===== src/rtl/piso_shift_reg.sv =====
// piso_shift_reg: parallel-in/serial-out transmitter, MSB first, gapless back-to-back frames
module piso_shift_reg #(
  parameter int WIDTH = 2
) (
  input  logic             C,
  input  logic             R,
  input  logic [WIDTH-1:0] D,
  input  logic             LD,
  output logic             RDY,
  output logic             Q,
  output logic             nQ,
  output logic             BUSY,
  output logic             DONE
);
  localparam int CW = $clog2(WIDTH);
  if (WIDTH < 2) begin : g_bad_width
    $error("piso_shift_reg: WIDTH must be >= 2");
  end
  typedef enum logic {IDLE, SHIFT} state_t;
  state_t           r_state, w_state_n;
  logic [WIDTH-1:0] r_shreg, w_shreg_n;
  logic [CW-1:0]    r_cnt, w_cnt_n;
  logic             r_q, w_q_n, r_done, w_done_n, w_last, w_load;
  assign w_last = (r_state == SHIFT) && (r_cnt == '0);
  assign RDY    = (r_state == IDLE) || (r_cnt == '0);
  assign w_load = LD && RDY;
  assign Q      = r_q;
  assign nQ     = ~r_q;
  assign BUSY   = (r_state == SHIFT);
  assign DONE   = r_done;
  always_comb begin
    w_state_n = r_state;
    w_shreg_n = r_shreg;
    w_cnt_n   = r_cnt;
    w_q_n     = r_q;
    w_done_n  = w_last;
    if (w_load) begin
      w_state_n = SHIFT;
      w_shreg_n = D;
      w_q_n     = D[WIDTH-1];
      w_cnt_n   = CW'(WIDTH - 1);
    end else if (w_last) begin
      w_state_n = IDLE;
      w_q_n     = 1'b0;
    end else if (r_state == SHIFT) begin
      w_shreg_n = r_shreg << 1;
      w_q_n     = r_shreg[WIDTH-2];
      w_cnt_n   = r_cnt - 1'b1;
    end
  end
  always_ff @(posedge C or posedge R) begin
    if (R) begin
      r_state <= IDLE;
      r_shreg <= '0;
      r_cnt   <= '0;
      r_q     <= 1'b0;
      r_done  <= 1'b0;
    end else begin
      r_state <= w_state_n;
      r_shreg <= w_shreg_n;
      r_cnt   <= w_cnt_n;
      r_q     <= w_q_n;
      r_done  <= w_done_n;
    end
  end
endmodule


===== config.mk =====
export PLATFORM = sky130hd
export DESIGN_NAME = piso_shift_reg
export DESIGN_NICKNAME = d
export VERILOG_FILES = /design/src/rtl/piso_shift_reg.sv
export SDC_FILE = /design/constraint.sdc
export NUM_CORES = 1
export LEC_CHECK = 0
export ABC_AREA = 1
export CORE_AREA = 2 2 39 41
export DETAILED_ROUTE_END_ITERATION = 8
export DIE_AREA = 0 0 41 43
export MAX_ROUTING_LAYER = met4
export PLACE_DENSITY = 0.41
export SLEW_MARGIN = 30
export SYNTH_ARGS = -nofsm -noshare
export SYNTH_HDL_FRONTEND = slang
export SYNTH_SLANG_ARGS = --single-unit
export TNS_END_PERCENT = 20

===== constraint.sdc =====
create_clock -name C -period 1.1 [get_ports C]
set_input_delay 0.165 -clock C [delete_from_list [all_inputs] [get_ports C]]
set_output_delay 0.165 -clock C [all_outputs]
set_load 0.05 [all_outputs]

Yosys cells after proc, flatten, opt, wreduce, memory -nomap -nowiden:

Index checks and enable logic that the tools add are counted.

* bitwise gates (word level): 3
* equality and inequality tests: 1
* muxes and demuxes: 11
* reductions and logical operators: 7
* add/sub/neg operators: 1

Operators by type and width (count)
* 2-to-1 mux 1 bit: 11
* nonzero test 2 bit: 2
* NOT 1 bit: 3
* nonzero test 3 bit: 1
* logical AND 1 bit: 2
* inequality test 2 x 1 -> 1 bit, second input constant: 1
* AND reduction 2 bit: 1
* logical OR 1 bit: 1
* subtractor 1 bit, second input constant: 1

* word-level logic and storage cells: 28
* input port bits: 5
* bits in registers: 5
* output and inout port bits: 5

Longest topological paths before layout:

* depth after elaboration: 5
* gate-level depth with buffers: 5
* gate-level depth less buffers: 5

Worst setup path before layout:

OpenSTA, ideal clock, no wires.

* path type: reg-to-reg
* start: register r_state (netlist: BUSY)
* end: register r_q (netlist: Q)
* arrival: 1274 ps
* period minus slack after synthesis: 1387 ps
* buffers on the path: 0
* required time: 987 ps
* library setup time: 113 ps
* cell stages (with the launch flop): 6
* setup slack: -287 ps
* path through: dfrtp_1 nand2_2 nand2_2 nand3_2 nand2_1 inv_1

* word-level cells in the longest chain between the ends: 4
* elaborated cells between the ends (all ways): 7
* classes of those cells: mux (2); bitwise (1); reduce/logical (4)

Ends and longest elaborated chain
* from (decl): line 20 `state_t r_state, w_state_n;`
* from (signal assigned): line 59 `r_state <= w_state_n;`
* NOT 1 bit (*): line 25 `assign RDY = (r_state == IDLE) || (r_cnt == '0);`
* logical OR 1 bit (*): line 25
* net RDY: line 9 `output logic RDY,`
* logical AND 1 bit (*): line 26 `assign w_load = LD && RDY;`
* nonzero test 3 bit (no source line) / 2-to-1 mux 1 bit (equally long branches)
* to (signal assigned): line 62 `r_q <= w_q_n;`
* to (decl): line 23 `logic r_q, w_q_n, r_done, w_done_n, w_last, w_load;`

The timed path passes the listed nets; every way through them passes the cells marked *.
A chain may end at the register's enable or synchronous reset.

Worst setup path in the final report:

* start: register r_state (netlist: BUSY)
* end: output RDY

* word-level cells in the longest chain between the ends: 2

Ends and longest elaborated chain (line)
* NOT 1 bit: 25
* logical OR 1 bit: 25
* to (decl): 9

Every way passes these cells.

==> metrics.log <==
INFO  metric maximum_number_of_pins_on_one_net_before_global_route_repair = 7
INFO  metric number_of_levels_in_the_clock_h_tree = 1
INFO  metric critPathTopFamily = flip-flops
INFO  metric mostFrequentLayoutCells = 5 x sky130_fd_sc_hd__buf_12, 4 x sky130_fd_sc_hd__dfrtp_1, 4 x sky130_fd_sc_hd__inv_1, 4 x sky130_fd_sc_hd__nand2_1, 4 x sky130_fd_sc_hd__clkdlybuf4s50_1
INFO  metric worstSetupEndpointType = output port
INFO  metric top_level_ports = 10
INFO  metric timing.critical_path.slowest_stage_cell = sky130_fd_sc_hd__dfrtp_2
INFO  metric run_status = completed
INFO  metric synthesis.yosys.warnings = 0
INFO  metric synthCells = 23
INFO  metric initialDrtViolationCount = 4
INFO  metric drtPass1Iterations = 4
INFO  metric startpoint_type = register
INFO  metric criticalPathCategory = register to output port
INFO  metric ys_types = 9
INFO  metric leakage = 0.213 nW
INFO  metric synthesis.area = 215 um2
INFO  metric highest_ir_drop_seen_on_vdd = 0.00123 V
INFO  metric portBuffers = 9
INFO  metric chipHeight = 43 um
INFO  metric grt_pass1_vias = 212
INFO  metric synth_fp_nets = 28
INFO  metric net_sw_power = 0.603 mW
INFO  metric powerDensity = 3350 nW/um2
INFO  metric design.core.area = 1380 um2
INFO  metric worst_r2r_startpoint = r_cnt
INFO  metric number_of_hold_slack_violations_in_the_final_timing_report = 0
INFO  metric comb_power_share = 60.6%
INFO  metric grt_remaining_overflow = 0
INFO  metric clk_path_buf_depth = 2
INFO  metric stdcell_area = 423 um2
INFO  metric fin_crit_sh = 96.3%
INFO  metric diodes = 0
INFO  metric period_needed = 1.06 ns
INFO  metric slew_worst_pin = 0.205 ns
INFO  metric finalWeightedCongestion = 0.729
INFO  metric yosys_register_bits = 5
INFO  metric setup-violations-final = 0
INFO  metric hold_class = primary input to async pin
INFO  metric critical_path_peak_fanout = 3
INFO  metric wire_per_inst = 8.61 um
INFO  metric drv.max_cap_violation_count = 0
INFO  metric achievable-frequency = 944 MHz
INFO  metric swShare = 42.6%
INFO  metric power.internal = 0.813 mW
INFO  metric postCtsHoldBufs = 0
INFO  metric numCtsBuffers = 3
INFO  metric seq_area_frac_synth = 58.1%
INFO  metric cp.buffers_inverters = 1
INFO  metric area.growth.synth_to_final = 96.5%
INFO  metric clockRootBuffer = sky130_fd_sc_hd__clkbuf_4
INFO  metric crit_path_cells = nand2_4 -> buf_12
INFO  metric post-route-util = 30.6%
INFO  metric post_route_cells_drive_above_1_share = 39.5%
INFO  metric dieArea = 1760 um2
INFO  metric rsz0062_at_grt = true
INFO  metric grt_first_pass_wirelength = 869 um
INFO  metric layout_commonest_cell = sky130_fd_sc_hd__buf_12
INFO  metric chipWidth = 41 um
INFO  metric clock_insertion_delay_worst_skew = 0.24 ns
INFO  metric initial_utilization = 15.6%
INFO  metric rows = 14
INFO  metric antenna_found_initial = 0
INFO  metric timing.slew.headroom = 86.3%
INFO  metric vias = 205
INFO  metric worst_setup_hold_path_clk_slew = 0.04 ns
INFO  metric tritoncts = built
INFO  metric drv_slew = 0
INFO  metric groute.usage.overall = 8.26%
INFO  metric timing.critical_path.required = 0.94 ns
INFO  metric avgSynthCellArea = 9.36 um2
INFO  metric seq_power_share = 24.8%
INFO  metric postLayoutSetupSlackWorst = 0.0402 ns
INFO  metric finClkSkew = 0.00359 ns
INFO  metric hold-worst-slack = 0.146 ns
INFO  metric wl = 465 um
INFO  metric drc_errors = 0
INFO  metric worst-endpoint-arrival = 0.89 ns
INFO  metric detailedPlace.worstSlack = 0.0260 ns
INFO  metric crit_path_max_incr_delay = 0.44 ns
INFO  metric finalNetCount = 44
INFO  metric clock_power_share = 14.6%
INFO  metric drtAntennaViolNets = 0
INFO  metric place_hpwl = 344 um
INFO  metric cts.sinks = 5
INFO  metric detail_route.vias_per_cell = 3.80
INFO  metric dpl-instance-area = 382 um2
INFO  metric crit_start = BUSY
==> sequential cells by signal, summed over array words and instances (netlist names) <==
name and cells:
DONE 1, Q 1, r_cnt 1, BUSY 1, r_shreg 1
==> power by group through the flow <==
stage | logic (mW) | registers, mW | clock network, mW
global route | 0.912 | 0.366 | 0.229
finish | 0.857 | 0.351 | 0.207
detailed placement | 0.818 | 0.353 | 0
global placement | 0.816 | 0.351 | 0
CTS | 0.847 | 0.351 | 0.218
floorplan | 0.264 | 0.483 | 0
==> timing repair <==
item / 4_1_cts / 5_1_grt
gates resized for setup: 0 / 1
pin swaps: 1 / 1
setup buffers: 1 / 1
hold endpoints to repair: 0 / 0
endpoints found under the setup margin: 1 / 2
==> metrics by stage <==
step                std cells  power, mW  setup TNS, ns
detailed placement         48       1.17              0
floorplan                  23      0.747        -0.0284
CTS                        53       1.42              0
finish                     54       1.42              0
global route               54       1.51       -0.00123
global placement           48       1.17              0
==> synth_stat cells <==
library cell / count / area share (%)
sky130_fd_sc_hd__dfrtp_1: 5 / 58
sky130_fd_sc_hd__inv_1: 5 / 8.7
sky130_fd_sc_hd__nand2_1: 4 / 7.0
sky130_fd_sc_hd__nand2_2: 2 / 5.8
sky130_fd_sc_hd__nand3_1: 3 / 7.0
sky130_fd_sc_hd__nand3_2: 1 / 4.7
sky130_fd_sc_hd__nand3b_1: 1 / 3.5
sky130_fd_sc_hd__nor2_1: 1 / 1.7
sky130_fd_sc_hd__o21a_1: 1 / 3.5
==> area by class of cell <==
| type | instances | area [um2] |
|---|---|---|
| clock buffer | 4 | 26.3 |
| fill | 157 | 961 |
| inverter | 5 | 18.8 |
| multi-input combinational | 13 | 76.3 |
| sequential | 5 | 126 |
| tap | 16 | 20.0 |
| timing repair buffer | 11 | 155 |
==> per-layer routing <==
| metal | GRT usage, % | part of all wire, % | vias to the layer above |
|---|---|---|---|
| li1 | - | - | 103 |
| met1 | 8.47 | 39 | 89 |
| met2 | 10.3 | 47 | 11 |
| met3 | 3.14 | 12 | 2 |
| met4 | 10.0 | 1.7 | 0 |
| met5 | - | 0 | - |
==> path summary, 6_finish.rpt <==
check | to | cells after the start | slack [ns]
max | RDY | 2 | 0.04
min | r_cnt | 2 | 0.15
max reg2reg | Q | 6 | 0.15
min reg2reg | r_shreg[0] | 2 | 0.52
max in group asynchronous | BUSY | 2 | 0.76
min in group C | r_shreg[0] | 3 | 0.49
==> cells by family (layout without fill, tap and decap cells) <==
kind of cell,after synthesis,in the layout,share of synthesized area (%)
AND/OR/NAND/NOR,12,12,29.6
flip-flops,5,5,58.1
buffers and inverters,5,20,8.72
AO/OA/AOI/OAI,1,1,3.49
==> worst reg2reg max path: cells and delay by family (launching register included) <==
family | cells | cell delay, ns
AND/OR/NAND/NOR | 4 | 0.23
buffers and inverters | 2 | 0.19
flip-flops | 1 | 0.41
Note: power is estimated with default switching activity, not from simulation.
